### src/rtl/systolic_operand_skew.sv
// Operand feeder for an N x N output-stationary systolic array.
// Accepts one A column and one B row per beat and drives them onto the west
// and north array edges with diagonal skew. It also sequences the accumulator
// clear, the K feed beats, the pipeline flush and the done pulse for each tile.
//
// state | meaning
// IDLE  | waiting for start; skew lines fed with zeros
// CLEAR | one cycle with pe_rst_n low to clear the PE accumulators
// FEED  | accepting operand beats until K have been taken
// FLUSH | F = 2*(N-1)+PE_LAT zero cycles so the last beat reaches every PE
// DONE  | one-cycle tile_done pulse; array results are final
module systolic_operand_skew #(
  parameter int N       = 4,
  parameter int WIDTH_A = 16,
  parameter int WIDTH_B = 16,
  parameter int K       = 8,
  parameter int PE_LAT  = 2
) (
  input  logic                 clk,
  input  logic                 rst_n,
  input  logic                 start,
  input  logic                 s_valid,
  output logic                 s_ready,
  input  logic [N*WIDTH_A-1:0] s_a,
  input  logic [N*WIDTH_B-1:0] s_b,
  output logic [N*WIDTH_A-1:0] out_west,
  output logic [N*WIDTH_B-1:0] out_north,
  output logic                 pe_rst_n,
  output logic                 busy,
  output logic                 tile_done
);

  localparam int F       = 2 * (N - 1) + PE_LAT;
  localparam int BEAT_W  = $clog2(K + 1);
  localparam int FLUSH_W = $clog2(F + 1);

  typedef enum logic [2:0] {
    IDLE  = 3'd0,
    CLEAR = 3'd1,
    FEED  = 3'd2,
    FLUSH = 3'd3,
    DONE  = 3'd4
  } state_t;

  state_t              state;
  logic [BEAT_W-1:0]   beat_cnt;
  logic [FLUSH_W-1:0]  flush_cnt;
  logic                accept;

  // s_ready is a registered copy of "state == FEED", so this is the handshake.
  assign accept = s_valid & s_ready;

  // Tile sequencer; all control outputs are registered alongside the state.
  always_ff @(posedge clk) begin
    if (!rst_n) begin
      state     <= IDLE;
      beat_cnt  <= '0;
      flush_cnt <= '0;
      s_ready   <= 1'b0;
      busy      <= 1'b0;
      tile_done <= 1'b0;
      pe_rst_n  <= 1'b0;
    end else begin
      case (state)
        IDLE: begin
          tile_done <= 1'b0;
          s_ready   <= 1'b0;
          if (start) begin
            state    <= CLEAR;
            busy     <= 1'b1;
            pe_rst_n <= 1'b0;
          end else begin
            busy     <= 1'b0;
            pe_rst_n <= 1'b1;
          end
        end
        CLEAR: begin
          state    <= FEED;
          beat_cnt <= '0;
          s_ready  <= 1'b1;
          pe_rst_n <= 1'b1;
        end
        FEED: begin
          if (accept) begin
            beat_cnt <= beat_cnt + BEAT_W'(1);
            if (beat_cnt == BEAT_W'(K - 1)) begin
              state     <= FLUSH;
              s_ready   <= 1'b0;
              flush_cnt <= FLUSH_W'(F - 1);
            end
          end
        end
        FLUSH: begin
          // Down-counter: terminal count 0 marks the last flush cycle.
          if (flush_cnt == '0) begin
            state     <= DONE;
            tile_done <= 1'b1;
          end else begin
            flush_cnt <= flush_cnt - FLUSH_W'(1);
          end
        end
        DONE: begin
          state     <= IDLE;
          tile_done <= 1'b0;
          busy      <= 1'b0;
        end
        default: begin
          state     <= IDLE;
          s_ready   <= 1'b0;
          busy      <= 1'b0;
          tile_done <= 1'b0;
          pe_rst_n  <= 1'b1;
        end
      endcase
    end
  end

  // West edge: row i gets 1+i stages so element i lags row 0 by i cycles.
  for (genvar i = 0; i < N; i++) begin : g_west
    logic [WIDTH_A-1:0] pipe [0:i];

    // Shift every cycle; zeros enter whenever no beat is accepted.
    always_ff @(posedge clk) begin
      if (!rst_n) begin
        for (int s = 0; s <= i; s++) pipe[s] <= '0;
      end else begin
        pipe[0] <= accept ? s_a[i*WIDTH_A +: WIDTH_A] : '0;
        for (int s = 1; s <= i; s++) pipe[s] <= pipe[s-1];
      end
    end

    assign out_west[i*WIDTH_A +: WIDTH_A] = pipe[i];
  end

  // North edge: column j gets 1+j stages, mirroring the west edge.
  for (genvar j = 0; j < N; j++) begin : g_north
    logic [WIDTH_B-1:0] pipe [0:j];

    // Shift every cycle; zeros enter whenever no beat is accepted.
    always_ff @(posedge clk) begin
      if (!rst_n) begin
        for (int s = 0; s <= j; s++) pipe[s] <= '0;
      end else begin
        pipe[0] <= accept ? s_b[j*WIDTH_B +: WIDTH_B] : '0;
        for (int s = 1; s <= j; s++) pipe[s] <= pipe[s-1];
      end
    end

    assign out_north[j*WIDTH_B +: WIDTH_B] = pipe[j];
  end

endmodule

### config.mk
export PLATFORM = sky130hd
export DESIGN_NAME = systolic_operand_skew
export DESIGN_NICKNAME = d
export VERILOG_FILES = /design/src/rtl/systolic_operand_skew.sv
export SDC_FILE = /design/constraint.sdc
export NUM_CORES = 1
export LEC_CHECK = 0
export CAP_MARGIN = 20
export CELL_PAD_IN_SITES_DETAIL_PLACEMENT = 1
export CELL_PAD_IN_SITES_GLOBAL_PLACEMENT = 2
export CORE_AREA = 2 2 223 137
export CTS_BUF_LIST = sky130_fd_sc_hd__clkbuf_2
export CTS_CLUSTER_SIZE = 28
export DETAILED_ROUTE_END_ITERATION = 6
export DIE_AREA = 0 0 225 139
export GPL_ROUTABILITY_DRIVEN = 0
export PLACE_DENSITY = 0.88
export SLEW_MARGIN = 20
export SYNTH_ARGS = -nofsm -noshare
export SYNTH_HDL_FRONTEND = slang
export SYNTH_SLANG_ARGS = --single-unit
export TNS_END_PERCENT = 50
### constraint.sdc
create_clock -name clk -period 2.7 [get_ports clk]
set_input_delay 0.675 -clock clk [delete_from_list [all_inputs] [get_ports clk]]
set_output_delay 0.675 -clock clk [all_outputs]
set_load 0.02 [all_outputs]
**Yosys cells after proc, flatten, opt, wreduce, memory -nomap -nowiden**

Memories as Yosys holds them, arrays and structs flattened.
Index checks and enable logic that the tools add are counted.

- Register bits after elaboration: 15
- Bits in writable memories: 320
- Bits of input ports: 132
- Output and inout port bits: 132
- Word-level logic and storage cells: 115
- Memories: 8

- Add/subtract/negate cells: 2
- Equal/unequal tests: 10
- Multiplexer cells: 52
- Bitwise gates (word level): 21
- Reduce and logical (&&, ||, !) cells: 15

Memories:

| name | depth | bits a word | rd ports | clocked after Yosys merged registers in | wr ports | line | text |
|---|---|---|---|---|---|---|---|
| g_north[3].pipe | 4 | 16 | 4 | 0 | 4 | 137 | `logic [WIDTH_B-1:0] pipe [0:j];` |
| g_west[3].pipe | 4 | 16 | 4 | 0 | 4 | 120 | `logic [WIDTH_A-1:0] pipe [0:i];` |
| g_north[2].pipe | 3 | 16 | 3 | 0 | 3 | 137 |  |
| g_west[2].pipe | 3 | 16 | 3 | 0 | 3 | 120 |  |
| g_north[1].pipe | 2 | 16 | 2 | 0 | 2 | 137 |  |
| g_west[1].pipe | 2 | 16 | 2 | 0 | 2 | 120 |  |
| +2 memories | - | - | - | - | - | - |  |

Operators with widths:

| cell | number |
|---|---|
| 2-to-1 mux 16 bit | 28 |
| OR reduction 16 bit | 2 |
| OR 1 bit | 18 |
| 2-to-1 mux 4 bit | 4 |
| one-hot mux 4 bit (2 select lines) | 2 |
| 2-to-1 mux 3 bit | 4 |
| one-hot mux 3 bit (4 select lines) | 1 |
| != test 2 bit, second input constant | 5 |
| 2-to-1 mux 1 bit | 9 |
| AND reduction 4 bit | 2 |
| == test 3 x 2 -> 1 bit, second input constant | 2 |
| one-hot mux 1 bit (2 select lines) | 3 |
| OR reduction 3 bit | 2 |
| adder 4 x 1 -> 4 bit, second input constant | 1 |
| == test 4 x 3 -> 1 bit, second input constant | 1 |
| zero test 4 bit | 1 |
| AND reduction 2 bit | 2 |
| nonzero test 2 bit | 2 |
| OR reduction 2 bit | 2 |
| subtractor 4 x 1 -> 4 bit, second input constant | 1 |
| == test 3 x 1 -> 1 bit, second input constant | 1 |
| == test 3 bit, second input constant | 1 |
| zero test 3 bit | 1 |
| one-hot mux 1 bit (3 select lines) | 1 |
| other kinds (3) | 4 |

**Longest topological paths before layout**

Gate-level depths: netlist (run 1).

- Depth after elaboration: 4
- Depth in mapped cells: 6
- Depth with buffers taken out: 6

**Worst setup path after synthesis (run 1)**

OpenSTA, ideal clock, no wires.

- Path type: input to register
- Start: input port s_valid
- End: register flush_cnt[3]
- Setup time: 0.132 ns
- Arrival: 1.449 ns
- Data required time: 2.568 ns
- Slack: 1.119 ns
- Stages: 4
- Buffers on the path: 0
- Cells stage by stage: nand4b_4 > or2_4 > o32ai_4 > o211ai_1

- Word-level cells in the longest chain between the ends: 3

Ends and longest elaborated chain:

| element | line | text |
|---|---|---|
| start, declared | 22 | `input logic s_valid,` |
| AND 1 bit | 51 | `assign accept = s_valid & s_ready;` |
| != test 2 bit (no line) | - |  |
| AND reduction 4 bit (no line) | - |  |
| end signal, assigned | 89 | `flush_cnt <= FLUSH_W'(F - 1);` |
| end signal, assigned | 99 | `flush_cnt <= flush_cnt - FLUSH_W'(1);` |
| end, declared | 47 | `logic [FLUSH_W-1:0] flush_cnt;` |

Every way passes these cells.
A chain may end at the register's enable or synchronous reset.

**Worst setup path in the final report (run 1)**

- Start: memory g_west[0].pipe[0][2]
- End: output port out_west[2]

- Word-level cells in the longest chain between the ends: 1

Ends and longest elaborated chain:

| element | line | text |
|---|---|---|
| start, declared | 120 |  |
| memory (1 x 16 bit) | - |  |
| end, declared | 26 | `output logic [N*WIDTH_A-1:0] out_west,` |

Every way passes these cells.

==> results of run 1 <==
[how the worst min path moves through the flow]
stage	startpoint	cells past startpoint	slack, ps	end
global route	s_b[49]	2	150	g_north[3].pipe[0][1]
global placement	g_north[2].pipe[0][0]	1	410	g_north[2].pipe[0][16]
finish	s_b[49]	2	330	g_north[3].pipe[0][1]
CTS	s_b[49]	2	160	g_north[3].pipe[0][1]
floorplan	g_north[1].pipe[0][0]	1	410	g_north[1].pipe[0][16]
detailed placement	g_north[3].pipe[2][3]	1	420	g_north[3].pipe[3][3]
[kinds of logic after synthesis]
logic type	share of synthesized area (%)
fa+ha+maj	0.255
simple gates	23.0
xor+xnor	0.179
compound gates	1.28
mux	0.115
flops	68.5
buf+inv	6.66
[routing by layer]
metal  track usage (%)  share of wire, %
met2              21.2                45
met5                 0                 0
met1              14.8                42
met3              7.39                10
met4              6.34               2.5
[cells in the final DEF, fill, tap and decap left out, types with 3 or more instances in the layout]
cell / count
nor3_1: 3
nand2_1: 9
dlymetal6s2s_1: 24
nor2_1: 9
dlygate4sd2_1: 9
buf_4: 3
dfxtp_1: 335
clkinv_1: 17
clkbuf_2: 111
clkdlybuf4s50_1: 229
a31oi_1: 4
a21oi_1: 3
nand3_1: 3
nor3b_1: 3
and2_1: 320
nand3b_1: 3
inv_1: 4
[layout make-up]
| cell class | count | area, um2 | area share, % |
|---|---|---|---|
| Sequential cell | 335 | 6710 | 51.2 |
| Timing Repair Buffer | 268 | 2740 | 21.0 |
| Multi-Input combinational cell | 383 | 2440 | 18.7 |
| Clock buffer | 111 | 556 | 4.24 |
| Tap cell | 382 | 478 | 3.65 |
| Clock inverter | 23 | 141 | 1.08 |
| Inverter | 4 | 15.0 | 0.115 |
| Antenna cell | 2 | 5.00 | 0.0382 |
[cells in the mapped netlist (2+ instances only)]
library cell  number  area [um2]
inv_1              4        15.0
o21ai_0            2        10.0
o211a_1            2        20.0
buf_4             64         480
clkbuf_1          36         135
nand3b_1           3        22.5
and2_1           320        2000
a31oi_1            4        25.0
or3_1              2        12.5
nand3_1            3        15.0
a21oi_1            3        15.0
ha_1               2        25.0
nor2_1            10        37.5
nor3_1             3        15.0
nor3b_1            3        22.5
dfxtp_1          335        6710
buf_2              2        10.0
xnor2_1            2        17.5
nand2_1            9        33.8
[power groups by stage]
stage / clock network (W) / registers (W) / logic, W
detailed placement: 0 / 0.00511 / 0.000337
global route: 0.00370 / 0.00500 / 0.000358
global placement: 0 / 0.00511 / 0.000333
CTS: 0.00341 / 0.00500 / 0.000339
finish: 0.00319 / 0.00500 / 0.000328
floorplan: 0 / 0.00511 / 0.0000899
[flip-flops by register name, summed over array words and instances, names as in the netlist]
| signal | flops |
|---|---|
| g_west.pipe | 160 |
| s_ready | 1 |
| pe_rst_n | 1 |
| flush_cnt | 4 |
| beat_cnt | 4 |
| g_north.pipe | 160 |
| tile_done | 1 |
| busy | 1 |
| state | 3 |
[per-stage QoR]
step                      power [W]  worst slack [ps]  instances  cell area (um2)
after floorplan             0.00520              1120        825             9790
after global placement      0.00544               526       1371            12300
after detailed placement    0.00545               468       1371            12300
after CTS                   0.00875              2.00       1506            13000
after global routing        0.00906             0.383       1507            13100
final                       0.00852               194       1508            13100
[repair_timing]
item	4_1_cts	5_1_grt
pin swaps	0	0
resized for setup	9	24
hold buffers	1	0
setup endpoints to repair	9	24
endpoints found under the hold margin	4	0
==> results.txt, run 1 <==
outcome: finished, final reports clean
Cell Chain, Critical Path: clkdlybuf4s50_1
Slew @ Worst Pin: 510 ps
CP max-delay cell: clkdlybuf4s50_1
Cells after Synth: 825
CTS root buffer: clkbuf_2
combinational power share: 3.8%
total track usage: 13.5%
FP Rows: 49
vias in the first global route: 6400
Worst slew margin: 66.0%
Port Buffer Count: 263
shortest period the worst path allows: 2510 ps
PD cells: 651 nW/um2
Leak Pwr: 5.84 nW
kind of critical path: flop to primary output
final clock skew: 64.2 ps
ys flop type: dfxtp_1
unrepaired setup endpoints after global routing: false
P&R area growth vs syn: 33.6%
Post-synth ARST share: 0%
gr ovfl total: 0
RR Startpoint: state[1]
Final period util: 92.8%
#FFs+latches synth: 335
first-pass GRT wire length: 32600 um
clk slew on worst S/H paths: 110 ps
layout filler cell count: 3173
DRC violations left: 0
CP Buf/Inv Count: 1
IR drop worst, VDD: 329 uV
Cell Area, Synth: 9790 um2
number of synthesized flops with an enable pin: 0
CTS buffer count: 78
H-tree depth: 3
WP data required: 2030 ps
max-cap violations: 0
switch share: 23.9%
FMAX: 399 MHz
sequential area share after synthesis: 68.5%
hpwl dp: 13800 um
Clk pwr share: 37.5%
Starting DRT DRC Count: 122
Core Area: 29400 um2
Die X: 225 um
Detailed Route WL: 20900 um
HP Class: input pin to flop
# Post-CTS Setup Buffers: 0
CP startpoint: g_west[0].pipe[0][2]
Clock Sinks: 335
max incr delay on CP: 610 ps
ratio of cells with drive above 1 in the final layout: 11.4%
Psw: 0.00204 W
largest delay contributor family on the critical path: buffers and inverters
max-slew violation count: 0
critical path startpoint category: flop
Critical Path End Type: primary output
wire per inst: 13.9 um
CTS tree: yes
worst r2r path cells: 4
Total Negative Setup Slacks: 0 ps
Post-Route Utilization: 44.6%
yosys warns: 0
initial antenna violation count: 1
chip height: 139 um
maximum fanout along the worst path: 1
First-pass DRT Iterations: 4
Net count, final: 1204
Final Hold Viols: 0
Pint: 0.00648 W
critical path arrival: 1830 ps
post-synth net total: 959
vias per inst: 4.02
critical path depth in cells: 1
Setup-failing EPs final: 0
CP endpoint: out_west[2]
Max Root-Sink Buffers: 3
Avg Cell Area, Syn: 11.9 um2
Final ANT Viol Nets: 0
Top Ports: 264
routed via count: 6057
Min Hold Slack: 332 ps
count of cell types in the netlist: 35
R2R Setup Slk: 1070 ps
Starting Density: 33.4%
Die ar.: 31300 um2
worst flop-to-flop path endpoint: flush_cnt[2]
Skew-Pair Late Insertion Delay: 890 ps
Seq pwr share: 58.7%
largest net degree at the start of global routing: 130
No activity file was read; power rests on OpenSTA's default activity.
==> run 2: changes to the inputs <==
--- a/config.mk
+++ b/config.mk
@@ -15,6 +15,8 @@
 export DIE_AREA = 0 0 225 139
 export GPL_ROUTABILITY_DRIVEN = 0
 export PLACE_DENSITY = 0.88
+export SETUP_SLACK_MARGIN = 0.1
+export SKIP_CTS_REPAIR_TIMING = 1
 export SLEW_MARGIN = 20
 export SYNTH_ARGS = -nofsm -noshare
 export SYNTH_HDL_FRONTEND = slang
==> constraint.sdc (replaced) <==
create_clock -name clk -period 3 [get_ports clk]
set_input_delay 0.75 -clock clk [delete_from_list [all_inputs] [get_ports clk]]
set_output_delay 0.75 -clock clk [all_outputs]
set_load 0.02 [all_outputs]
==> results.txt, run 2 (synthesized netlist as in run 1, its figures left out) <==
Top Ports: 264 (unchanged)
P&R area growth vs syn: 32.3% (was 33.6%)
Psw: 0.00182 W (was 0.00204 W)
Seq pwr share: 60.3% (was 58.7%)
gr ovfl total: 0 (unchanged)
unrepaired setup endpoints after global routing: false (unchanged)
CTS buffer count: 80 (was 78)
kind of critical path: flop to primary output (unchanged)
FP Rows: 49 (unchanged)
First-pass DRT Iterations: 4 (unchanged)
Clk pwr share: 35.8% (was 37.5%)
fin cells: 1502 (was 1508)
Total Negative Setup Slacks: 0 ps (unchanged)
Final Hold Viols: 0 (unchanged)
outcome: finished, final reports clean (unchanged)
vias per inst: 4.02 (about the same)
routed via count: 6041 (was 6057)
Detailed Route WL: 21000 um (was 20900 um)
PD cells: 575 nW/um2 (was 651 nW/um2)
Pint: 0.00564 W (was 0.00648 W)
cell total after placement: 1371 (unchanged)
critical path arrival: 1870 ps (was 1830 ps)
H-tree depth: 3 (unchanged)
combinational power share: 4.0% (was 3.8%)
shortest period the worst path allows: 2620 ps
Critical Path End Type: primary output (unchanged)
Die X: 225 um (unchanged)
CP Buf/Inv Count: 1 (unchanged)
Slew @ Worst Pin: 464 ps (was 510 ps)
maximum fanout along the worst path: 2 (was 1)
Setup-failing EPs final: 0 (unchanged)
switch share: 24.4% (was 23.9%)
commonest non-fill, non-tap cell in the layout: dfxtp_1 (unchanged)
wire per inst: 14.0 um (was 13.9 um)
WP data required: 2250 ps (was 2030 ps)
Starting Density: 33.4% (unchanged)
critical path startpoint category: flop (unchanged)
HP Class: input pin to flop (unchanged)
initial antenna violation count: 1 (unchanged)
vias in the first global route: 6382 (was 6400)
CTS root buffer: clkbuf_2 (unchanged)
chip height: 139 um (unchanged)
most frequent cells in the layout: 335 x dfxtp_1, 320 x and2_1, 261 x clkdlybuf4s50_1, 108 x clkbuf_2, 17 x clkinv_1 (was 335 x dfxtp_1, 320 x and2_1, 229 x clkdlybuf4s50_1, 111 x clkbuf_2, 24 x dlymetal6s2s_1)
Max Root-Sink Buffers: 3 (unchanged)
largest delay contributor family on the critical path: buffers and inverters (unchanged)
FMAX: 381 MHz
DRC violations left: 0 (unchanged)
largest net degree at the start of global routing: 146 (was 130)
Port Buffer Count: 263 (unchanged)
ratio of cells with drive above 1 in the final layout: 11.1% (was 11.4%)
Leak Pwr: 5.33 nW (was 5.84 nW)
Final ANT Viol Nets: 0 (unchanged)
Die ar.: 31300 um2 (unchanged)
Worst slew margin: 69.1% (was 66.0%)
total track usage: 13.7% (was 13.5%)
Final period util: 87.4%
Final WS setup: 378 ps (was 194 ps)
Clock Sinks: 335 (unchanged)
dpl ws: 697 ps (was 468 ps)
CTS tree: yes (unchanged)
clk slew on worst S/H paths: 110 ps (about the same)
max-slew violation count: 0 (unchanged)
area of placed instances: 12300 um2 (unchanged)
max-cap violations: 0 (unchanged)
final clock skew: 46.0 ps (was 64.2 ps)
largest registers: g_north.pipe: 160 flops, g_west.pipe: 160 flops (unchanged)
max incr delay on CP: 680 ps (was 610 ps)
Core Area: 29400 um2 (unchanged)
IR drop worst, VDD: 261 uV (was 329 uV)
layout filler cell count: 3213 (was 3173)
Design Area, Final: 13000 um2 (was 13100 um2)
first-pass GRT wire length: 33100 um (was 32600 um)
Skew-Pair Late Insertion Delay: 880 ps (was 890 ps)
Post-Route Utilization: 44.1% (was 44.6%)
CP max-delay cell: clkdlybuf4s50_1 (unchanged)
hpwl dp: 13900 um (was 13800 um)
Net count, final: 1205 (was 1204)
Starting DRT DRC Count: 197 (was 122)
Cell Chain, Critical Path: clkdlybuf4s50_1 (unchanged)
-- run 2: cell count changes in the layout (fill, tap and decap cells not counted), sizes merged, moves of 2 or more --
cell and change:
dlygate4sd2 -9, dlymetal6s2s -23, bufinv -2, clkdlybuf4s50 +32, clkbuf -3
-- run 2: path summary, 6_finish.rpt --
check,depth (start not counted),end,slack [ps],startpoint
hold / removal,3,beat_cnt[1],290,rst_n
setup reg to reg,4,flush_cnt[2],1400,state[1]
hold reg to reg,1,g_west[3].pipe[3][12],390,g_west[3].pipe[2][12]
setup / recovery,1,pe_rst_n,380,pe_rst_n
-- run 2: power groups by stage --
stage	combinational [W]	sequential, W	clock, W
2_1_floorplan	0.0000809	0.00460	0
3_3_place_gp	0.000299	0.00460	0
3_5_place_dp	0.000303	0.00460	0
4_1_cts	0.000305	0.00450	0.00287
5_1_grt	0.000325	0.00450	0.00312
6_report	0.000296	0.00450	0.00267
-- run 2: per-stage QoR --
stage | hold slack (ps) | total power (W)
3_3_place_gp | 413 | 0.00490
2_1_floorplan | 412 | 0.00468
5_1_grt | 184 | 0.00795
6_report | 288 | 0.00746
3_5_place_dp | 420 | 0.00490
4_1_cts | 120 | 0.00768
-- run 2: layout make-up --
type	count	area (um2)	share of cell area, %
Inverter	4	15.0	0.116
Clock inverter	22	85.1	0.657
Clock buffer	108	541	4.17
Multi-Input combinational cell	383	2440	18.9
Tap cell	382	478	3.69
Timing Repair Buffer	267	2690	20.7
Sequential cell	335	6710	51.8
Antenna cell	1	2.50	0.0193
-- run 2: per-layer routing --
| layer | up-vias | wire length [um] | share of wire [%] | global-route usage (%) |
|---|---|---|---|---|
| met3 | 40 | 2400 | 11 | 8.26 |
| met2 | 221 | 9680 | 46 | 21.8 |
| met1 | 2795 | 8470 | 40 | 14.7 |
| li1 | 2985 | - | - | - |
| met4 | 0 | 452 | 2.2 | 5.93 |
| met5 | - | 0 | 0 | 0 |
